<file path="src/rtl/tile_pixel_pipe_if.sv">
// Scan-position in, board/sprite memory lookups out and back, pixel colour out.
// Latency: none (signal bundle only).
// Backpressure: none; every signal is sampled or driven once per Clk.
interface tile_pixel_pipe_if;
    logic        pix_valid;
    logic [9:0]  draw_x;
    logic [9:0]  draw_y;
    logic [7:0]  board_addr;
    logic [2:0]  board_data;
    logic [31:0] rom_address;
    logic [23:0] rom_data;
    logic [23:0] rgb;
    logic        rgb_valid;

    // Scan source plus the two memory models
    modport master (
        output pix_valid, draw_x, draw_y, board_data, rom_data,
        input  board_addr, rom_address, rgb, rgb_valid
    );

    // Pixel pipeline
    modport slave (
        input  pix_valid, draw_x, draw_y, board_data, rom_data,
        output board_addr, rom_address, rgb, rgb_valid
    );
endinterface

</file>
<file path="src/rtl/tile_pixel_pipe.sv">
// Tracks board cell / tile offset from the VGA scan and returns the aligned sprite or fill colour.
// Latency: 3 Clk edges from pix_valid to rgb_valid; throughput 1 pixel per cycle.
// Backpressure: none; bubbles (pix_valid=0) flow through as rgb_valid=0.
module tile_pixel_pipe #(
    parameter int          BOARD_X0  = 240,
    parameter int          BOARD_Y0  = 40,
    parameter int          TILE      = 20,
    parameter int          COLS      = 10,
    parameter int          ROWS      = 20,
    parameter logic [23:0] BG_RGB    = 24'h000000,
    parameter logic [23:0] EMPTY_RGB = 24'h202020
) (
    input  logic           Clk,
    input  logic           Reset_n,
    tile_pixel_pipe_if.slave pix_if
);

    localparam int TW = $clog2(TILE);
    localparam int CW = $clog2(COLS);
    localparam int RW = $clog2(ROWS);
    localparam int AW = $clog2(TILE * TILE);

    localparam logic [9:0]    X_LO    = 10'(BOARD_X0);
    localparam logic [9:0]    X_HI    = 10'(BOARD_X0 + COLS * TILE);
    localparam logic [9:0]    Y_LO    = 10'(BOARD_Y0);
    localparam logic [9:0]    Y_HI    = 10'(BOARD_Y0 + ROWS * TILE);
    localparam logic [TW-1:0] T_MAX   = TW'(TILE - 1);
    localparam logic [CW-1:0] COL_MAX = CW'(COLS - 1);
    localparam logic [RW-1:0] ROW_MAX = RW'(ROWS - 1);

    // Position of the most recent in-board pixel
    logic [TW-1:0] r_tx;
    logic [CW-1:0] r_col;
    logic [TW-1:0] r_ty;
    logic [RW-1:0] r_row;

    // Position of the pixel on the inputs this cycle
    logic [TW-1:0] w_tx;
    logic [CW-1:0] w_col;
    logic [TW-1:0] w_ty;
    logic [RW-1:0] w_row;

    logic          w_in_board;
    logic          w_upd;
    logic [7:0]    w_board_addr;
    logic [AW-1:0] w_rom_addr;

    logic [7:0]    r_board_addr;
    logic [AW-1:0] r_rom_addr;
    logic          r_v1, r_b1, r_v2, r_b2;
    logic [23:0]   r_rgb;
    logic          r_rgb_valid;

    assign w_in_board = (pix_if.draw_x >= X_LO) && (pix_if.draw_x < X_HI) &&
                        (pix_if.draw_y >= Y_LO) && (pix_if.draw_y < Y_HI);
    assign w_upd      = pix_if.pix_valid && w_in_board;

    // Step the counters to this pixel: line start realigns x and steps y, otherwise x steps
    always_comb begin
        w_tx  = r_tx;
        w_col = r_col;
        w_ty  = r_ty;
        w_row = r_row;
        if (pix_if.draw_x == X_LO) begin
            w_tx  = '0;
            w_col = '0;
            if (pix_if.draw_y == Y_LO) begin
                w_ty  = '0;
                w_row = '0;
            end else if (r_ty == T_MAX) begin
                w_ty  = '0;
                w_row = (r_row == ROW_MAX) ? '0 : r_row + RW'(1);
            end else begin
                w_ty  = r_ty + TW'(1);
            end
        end else if (r_tx == T_MAX) begin
            w_tx  = '0;
            w_col = (r_col == COL_MAX) ? '0 : r_col + CW'(1);
        end else begin
            w_tx  = r_tx + TW'(1);
        end
    end

    // Multiply by small constants instead of dividing the scan position
    assign w_board_addr = 8'(w_row) * 8'(COLS) + 8'(w_col);
    assign w_rom_addr   = AW'(w_ty) * AW'(TILE) + AW'(w_tx);

    // S1: commit counters and issue memory addresses only for visible in-board pixels
    always_ff @(posedge Clk or negedge Reset_n) begin
        if (!Reset_n) begin
            r_tx         <= '0;
            r_col        <= '0;
            r_ty         <= '0;
            r_row        <= '0;
            r_board_addr <= '0;
            r_rom_addr   <= '0;
            r_v1         <= 1'b0;
            r_b1         <= 1'b0;
        end else begin
            r_v1 <= pix_if.pix_valid;
            r_b1 <= w_in_board;
            if (w_upd) begin
                r_tx         <= w_tx;
                r_col        <= w_col;
                r_ty         <= w_ty;
                r_row        <= w_row;
                r_board_addr <= w_board_addr;
                r_rom_addr   <= w_rom_addr;
            end
        end
    end

    // S2: carry valid/in-board alongside the memory read cycle
    always_ff @(posedge Clk or negedge Reset_n) begin
        if (!Reset_n) begin
            r_v2 <= 1'b0;
            r_b2 <= 1'b0;
        end else begin
            r_v2 <= r_v1;
            r_b2 <= r_b1;
        end
    end

    // S3: pick background, empty-cell fill or sprite texel
    always_ff @(posedge Clk or negedge Reset_n) begin
        if (!Reset_n) begin
            r_rgb       <= '0;
            r_rgb_valid <= 1'b0;
        end else begin
            r_rgb_valid <= r_v2;
            if (!r_b2)
                r_rgb <= BG_RGB;
            else if (pix_if.board_data == 3'd0)
                r_rgb <= EMPTY_RGB;
            else
                r_rgb <= pix_if.rom_data;
        end
    end

    assign pix_if.board_addr  = r_board_addr;
    assign pix_if.rom_address = 32'(r_rom_addr);
    assign pix_if.rgb         = r_rgb;
    assign pix_if.rgb_valid   = r_rgb_valid;

endmodule
</file>
<file path="src/flat_wrapper.sv">
// flat-port wrapper written by rule: the top's interface ports become plain ports
module tile_pixel_pipe_flat 
#(
    parameter int          BOARD_X0  = 240,
    parameter int          BOARD_Y0  = 40,
    parameter int          TILE      = 20,
    parameter int          COLS      = 10,
    parameter int          ROWS      = 20,
    parameter logic [23:0] BG_RGB    = 24'h000000,
    parameter logic [23:0] EMPTY_RGB = 24'h202020
)
  (Clk, Reset_n, pix_if_pix_valid, pix_if_draw_x, pix_if_draw_y, pix_if_board_data, pix_if_rom_data, pix_if_board_addr, pix_if_rom_address, pix_if_rgb, pix_if_rgb_valid);
  tile_pixel_pipe_if pix_if_i ();
  input  logic Clk;
  input  logic Reset_n;
  input wire logic [$bits(pix_if_i.pix_valid)-1:0] pix_if_pix_valid;
  input wire logic [$bits(pix_if_i.draw_x)-1:0] pix_if_draw_x;
  input wire logic [$bits(pix_if_i.draw_y)-1:0] pix_if_draw_y;
  input wire logic [$bits(pix_if_i.board_data)-1:0] pix_if_board_data;
  input wire logic [$bits(pix_if_i.rom_data)-1:0] pix_if_rom_data;
  output wire logic [$bits(pix_if_i.board_addr)-1:0] pix_if_board_addr;
  output wire logic [$bits(pix_if_i.rom_address)-1:0] pix_if_rom_address;
  output wire logic [$bits(pix_if_i.rgb)-1:0] pix_if_rgb;
  output wire logic [$bits(pix_if_i.rgb_valid)-1:0] pix_if_rgb_valid;
  assign pix_if_i.pix_valid = pix_if_pix_valid;
  assign pix_if_i.draw_x = pix_if_draw_x;
  assign pix_if_i.draw_y = pix_if_draw_y;
  assign pix_if_i.board_data = pix_if_board_data;
  assign pix_if_i.rom_data = pix_if_rom_data;
  assign pix_if_board_addr = pix_if_i.board_addr;
  assign pix_if_rom_address = pix_if_i.rom_address;
  assign pix_if_rgb = pix_if_i.rgb;
  assign pix_if_rgb_valid = pix_if_i.rgb_valid;
  tile_pixel_pipe #(.BOARD_X0(BOARD_X0), .BOARD_Y0(BOARD_Y0), .TILE(TILE), .COLS(COLS), .ROWS(ROWS), .BG_RGB(BG_RGB), .EMPTY_RGB(EMPTY_RGB)) u_core (.Clk(Clk), .Reset_n(Reset_n), .pix_if(pix_if_i));
endmodule
</file>
<file path="config.mk">
export PLATFORM = sky130hd
export DESIGN_NAME = tile_pixel_pipe_flat
export DESIGN_NICKNAME = d
export VERILOG_FILES = /design/src/rtl/tile_pixel_pipe_if.sv /design/src/rtl/tile_pixel_pipe.sv /design/src/flat_wrapper.sv
export SDC_FILE = /design/constraint.sdc
export NUM_CORES = 1
export LEC_CHECK = 0
export BUFFER_PORTS_ARGS = -buffer_cell sky130_fd_sc_hd__clkbuf_2
export CORE_ASPECT_RATIO = 1.4
export CORE_MARGIN = 8
export CORE_UTILIZATION = 25
export DETAILED_ROUTE_END_ITERATION = 8
export GPL_TIMING_DRIVEN = 0
export HOLD_SLACK_MARGIN = 0.05
export SLEW_MARGIN = 20
export SYNTH_ARGS = -nofsm -noshare
export SYNTH_HDL_FRONTEND = slang
export SYNTH_SLANG_ARGS = --single-unit
</file>
<file path="constraint.sdc">
create_clock -name Clk -period 8.97 [get_ports Clk]
set_input_delay 0.4485 -clock Clk [delete_from_list [all_inputs] [get_ports Clk]]
set_output_delay 0.4485 -clock Clk [all_outputs]
set_load 0.005 [all_outputs]
</file>
==> results of run 1 <==
registers in the layout, summed over array words and instances (netlist names):
name                      count
u_core.r_v1                   1
u_core.r_rom_addr             9
u_core.r_row                  5
u_core.r_v2                   1
u_core.r_ty                   5
u_core.r_b2                   1
u_core.r_tx                   3
u_core.pix_if.rgb_valid       1
u_core.pix_if.board_addr      8
u_core.r_b1                   1
u_core.pix_if.rgb            24
u_core.r_col                  3
area by class of cell:
class | count | area [sq um]
buffer | 40 | 267
clock buffer | 10 | 239
clock inverter | 6 | 85.1
fill | 1458 | 9580
inverter | 12 | 45.0
multi-input combinational | 280 | 1890
sequential | 62 | 1550
tap | 189 | 236
timing repair buffer | 93 | 488
cell usage in the layout, fill, tap and decap left out, types with 6 or more instances in the layout:
cell,count
a21oi_1,9
and2_1,22
buf_4,27
clkbuf_1,11
clkbuf_16,9
clkbuf_2,90
conb_1,23
dfrtp_1,62
ha_1,23
inv_1,12
mux2_2,7
nand2_1,39
nand3_1,9
nor2_1,17
nor3_1,7
o21ai_0,30
o41ai_1,6
xnor2_1,7
xor2_1,11
worst max-delay path: stages:
cell and delay [ps]:
clkbuf_2 100, or4_4 540, nor4_1 810, nand3_1 400, o31ai_1 530, ha_1 330
ha_1 230, fa_1 530, nand2_1 70, o21bai_1 200, o21bai_1 170, a222oi_1 370
xor2_1 190, o21ai_1 70
kinds of logic (layout without fill, tap and decap cells):
group,after synthesis,count (layout),synth area share
other,1,23,0.00102
multiplexers,9,9,0.0269
AO/OA/AOI/OAI,77,77,0.140
flip-flops,62,62,0.423
AND/OR/NAND/NOR,126,126,0.181
buffers and inverters,52,161,0.0849
adder cells (fa/ha/maj),27,27,0.100
XOR/XNOR,18,18,0.0430
final timing paths:
| check | to | slack (ps) | startpoint | cells after the start |
|---|---|---|---|---|
| max | u_core.r_rom_addr[8]$_DFFE_PN0P_ | 4180 | pix_if_draw_x[8] | 14 |
| min | u_core.r_v1$_DFF_PN0_ | 320 | pix_if_pix_valid | 1 |
| max reg2reg | u_core.r_rom_addr[8]$_DFFE_PN0P_ | 4880 | u_core.r_ty[0]$_DFFE_PN0P_ | 13 |
| min reg2reg | u_core.pix_if.rgb_valid$_DFF_PN0_ | 350 | u_core.r_v2$_DFF_PN0_ | 0 |
| max in group asynchronous | u_core.r_row[2]$_DFFE_PN0P_ | 7870 | Reset_n | 3 |
| min in group asynchronous | u_core.pix_if.rgb[18]$_DFF_PN0_ | 580 | Reset_n | 2 |
power groups by stage:
stage | sequential (mW) | combinational (mW) | clock, mW
final | 0.322 | 0.152 | 0.376
after CTS | 0.322 | 0.155 | 0.386
after global placement | 0.326 | 0.150 | 0
after global routing | 0.327 | 0.171 | 0.402
after floorplan | 0.325 | 0.0946 | 0
after detailed placement | 0.327 | 0.154 | 0
metal layers:
| metal | wire [um] | global-route usage | up-vias |
|---|---|---|---|
| met3 | 619 | 0.0397 | 19 |
| met5 | 0 | 0 | - |
| met1 | 3880 | 0.108 | 1467 |
| met4 | 193 | 0.0421 | 0 |
| met2 | 4750 | 0.178 | 111 |
| li1 | - | - | 1507 |
==> results.md, run 1 <==
* FMAX at 209 MHz
* Post-DRT Antenna Nets at 0
* Fraction of layout cells with a size suffix above 1 at 0.306
* Headroom to the max-slew limit at 0.293
* Number of synthesized register bits at 62
* Top cells by area, synth: dfrtp_1 (42%), ha_1 (7.8%), buf_4 (5.5%)
* Clk sinks at 62
* Placed instance area at 0.00447 sq mm
* Root Buffer Master: clkbuf_16
* Worst slew pin tran at 1050 ps
* Sequential Power Share at 0.379
* Io pins at 115
* Starting Density at 0.255
* Unrepaired setup endpoints after global routing: false
* DP Worst Slack at 3820 ps
* Core box area at 0.0144 sq mm
* Detail Placement HPWL at 7.43 mm
* Final-stage net count at 575
* Max_cap viols at 0
* Drt first pass iters at 5
* Initial antenna violation count at 0
* Yosys warns at 0
* Maximum buffer depth of the clock tree at 2
* Post-synth EDFFs at 0
* Synthesized area at 0.00367 sq mm
* Net Switching at 220 uW
* Utilization after layout at 0.334
* Maximum vdd drop at 0.0828 mV
* P_int at 631 uW
* CP Max Fanout at 7
* Final Hold Fails at 0
* Worst min-delay path class: input port to flop
* Largest net degree at the start of global routing at 41
* DR WL/cell at 13.6 um
* Final instance area at 0.00480 sq mm
* Worst-Skew Late Latency at 330 ps
* Crit path arrival time at 4990 ps
* Cts hold-fix bufs at 1
* Combinational Power Share at 0.179
* Total power at 851 uW
* DIE WIDTH at 118 um
* Clock power frac at 0.442
* Most used DFF post-synth: dfrtp_1
* Seq/Total Area, Yosys at 0.423
* Total track usage at 0.103
* Via Count at 3104
* Gate Count Post-Synth at 372
* N_diodes at 0
* Ys async rst share at 1.00
* Top-count cell post-synth: dfrtp_1
* Post-synth top area share at 0.423
* Clock slew at reported path FFs at 60 ps
* Die area at 0.0189 sq mm
* Number of global-route vias before repair at 3227
* Hold Slack at 324 ps
* Vias per cell at 4.49
* Post-CTS Resized at 0
* Layout Cells excl Fill at 692
* Startpoint types: input port
* Post-CTS setup buffer count at 0
* Die height at 159 um
* Synth top cells by count: dfrtp_1 (62), nand2_1 (39), o21ai_0 (30)
* Switching part of the total power at 0.259
* RD Place Congestion at 0.834
* Cell Pwr Density at 177 mW/mm^2
* Max-slew violations at 0
* Static Leakage at 2.45 nW
* CP endpoint kind: flop
* Critical path class: input port to flop
* CTS tree: built
* DP Cell Count at 675
* Std cell rows at 52
* Clock Skew at 6.68 ps
* Port buffer count at 91
* Clock buffer count from CTS at 9
* Drt initial violations at 203
* Post-route DRC at 0
* Run status: complete, no violations
* Synth cell types at 56
* Congestion Overflow GR at 0
* Area leader, netlist: dfrtp_1
* Min Tclk post-route at 4790 ps
* Area Growth Syn to Fin at 30.8%
* Setup TNS at 0 ps
* Mean Syn Cell Area at 9.86 sq um
* Period utilization at 0.534
* Worst EP required at 9170 ps
* Final setup fails at 0
* First-pass GRT wire length at 15.7 mm
* Setup ws final at 4180 ps
* H-Tree Depth at 3
* WL final at 9.44 mm
No activity file was read; power rests on OpenSTA's default activity.
==> inputs of run 2 (changes only) <==
==> constraint.sdc (replaced) <==
create_clock -name Clk -period 4.6 [get_ports Clk]
set_input_delay 0.23 -clock Clk [delete_from_list [all_inputs] [get_ports Clk]]
set_output_delay 0.23 -clock Clk [all_outputs]
set_load 0.005 [all_outputs]
==> run 2 against run 1 <==
- non-clock buffer count did not move
- largest power group unchanged
- critical endpoint unchanged
- core utilization hardly changed
- sequential share of layout area about the same
- clock skew is 1.2 ps higher
- routed wire length barely moved
==> results.md, run 2 (same netlist as run 1, synthesis figures left out) <==
* P_int at 1.23 mW
* Headroom to the max-slew limit at 0.367
* Sequential Power Share at 0.379
* Period utilization at 0.914
* CP endpoint kind: flop
* Switching part of the total power at 0.258
* Final Hold Fails at 0
* Reg2reg path depth at 13
* Commonest non-fill, non-tap cell in the layout: clkbuf_2
* # fillers at 1455
* Max-slew violations at 0
* Die area at 0.0189 sq mm
* Min Tclk post-route at 4210 ps
* DIE WIDTH at 118 um
* Starting Density at 0.255
* Root Buffer Master: clkbuf_16
* CP Depth at 14
* Worst EP required at 4800 ps
* Commonest cells after routing, fill and taps aside: clkbuf_2 (90), dfrtp_1 (62), nand2_1 (39), o21ai_0 (30), buf_4 (27)
* Core box area at 0.0144 sq mm
* Startpoint types: input port
* Clock slew at reported path FFs at 60 ps
* Layout Cells excl Fill at 692
* Number of global-route vias before repair at 3227
* Hold Path Stages at 1
* WL final at 9.45 mm
* Worst-Skew Late Latency at 330 ps
* Post-route DRC at 0
* RD Place Congestion at 0.834
* Std cell rows at 52
* Utilization after layout at 0.334
* Die height at 159 um
* Largest net degree at the start of global routing at 41
* First-pass GRT wire length at 15.7 mm
* CP max stage delay at 550 ps
* Post-DRT Antenna Nets at 0
* Critical path buffer and inverter count at 1
* Combinational Power Share at 0.179
* Detail Placement HPWL at 7.43 mm
* Total power at 1.66 mW
* Crit path arrival time at 4400 ps
* Vias per cell at 4.48
* Worst slew pin tran at 937 ps
* Critical-path top delay cell: or4_4
* Via Count at 3097
* Maximum buffer depth of the clock tree at 2
* Cell Chain, Critical Path: clkbuf_2 > or4_4 > nor4_2 > nand3_1 > o31ai_1 > ha_1 > ha_1 > fa_1 > nand2_1 > o21bai_1 > o21bai_1 > a222oi_1 > xor2_1 > o21ai_1
* Clk sinks at 62
* Max_cap viols at 0
* CP Max Fanout at 7
* Total track usage at 0.103
* Post-CTS setup buffer count at 0
* Static Leakage at 2.45 nW
* CP delay by family, top: simple AND/OR/NAND/NOR gates
* Run status: complete, no violations
* Worst min-delay path class: input port to flop
* H-Tree Depth at 3
* Fraction of layout cells with a size suffix above 1 at 0.308
* Final-stage net count at 575
* Drt initial violations at 223
* Drt first pass iters at 4
* Clock buffer count from CTS at 9
* Port buffer count at 91
* Max FFs per register at 24
* Unrepaired setup endpoints after global routing: false
* Congestion Overflow GR at 0
* Critical path class: input port to flop
* Cell Pwr Density at 345 mW/mm^2
* FMAX at 238 MHz
* Io pins at 115
* Area Growth Syn to Fin at 31.0%
* CTS tree: built
* Clock power frac at 0.442
* Net Switching at 428 uW
* Final setup fails at 0
* Clock Skew at 7.87 ps
* Initial antenna violation count at 0
* Hold Slack at 105 ps
* DP Cell Count at 675
* DR WL/cell at 13.6 um
* Maximum vdd drop at 0.162 mV
* N_diodes at 0
* Setup TNS at 0 ps
run 2: layout make-up:
type | count | area [sq um] | share of cell area
tap | 189 | 236 | 0.0492
inverter | 12 | 45.0 | 0.00937
buffer | 40 | 267 | 0.0554
clock buffer | 10 | 239 | 0.0497
timing repair buffer | 93 | 488 | 0.102
sequential | 62 | 1550 | 0.323
multi-input combinational | 280 | 1900 | 0.394
clock inverter | 6 | 85.1 | 0.0177
run 2: worst paths after layout:
path,slack [ps],to,start
setup reg to reg,540,u_core.r_rom_addr[8]$_DFFE_PN0P_,u_core.r_ty[0]$_DFFE_PN0P_
hold / removal,100,u_core.r_v1$_DFF_PN0_,pix_if_pix_valid
hold reg to reg,350,u_core.pix_if.rgb_valid$_DFF_PN0_,u_core.r_v2$_DFF_PN0_
min in group asynchronous,370,u_core.pix_if.rgb[19]$_DFF_PN0_,Reset_n
max in group asynchronous,3720,u_core.r_row[2]$_DFFE_PN0P_,Reset_n
setup / recovery,390,u_core.r_rom_addr[8]$_DFFE_PN0P_,pix_if_draw_x[8]
run 2: repair_timing:
action / CTS / global route
gates resized for setup: 0 / 1
endpoints found under the hold margin: 22 / 0
endpoints found under the setup margin: 0 / 1
hold buffers: 1 / 0
run 2: routing by layer:
metal,up-vias,share of wire,GRT usage
met4,0,0.022,0.0421
met3,18,0.067,0.0397
li1,1509,-,-
met5,-,0,0
met2,111,0.50,0.178
met1,1459,0.41,0.108
run 2: power groups by stage:
stage | clock, mW | combinational [mW] | sequential [mW]
2_1_floorplan | 0 | 0.185 | 0.634
3_3_place_gp | 0 | 0.293 | 0.635
3_5_place_dp | 0 | 0.299 | 0.638
4_1_cts | 0.752 | 0.302 | 0.629
5_1_grt | 0.783 | 0.333 | 0.637
6_report | 0.732 | 0.297 | 0.629
run 2: through the flow:
stage	worst slack, ps	instance area (sq um)
6_report	394	4810
4_1_cts	17.2	4800
2_1_floorplan	711	3750
3_5_place_dp	-334	4470
5_1_grt	217	4810
3_3_place_gp	-262	4440
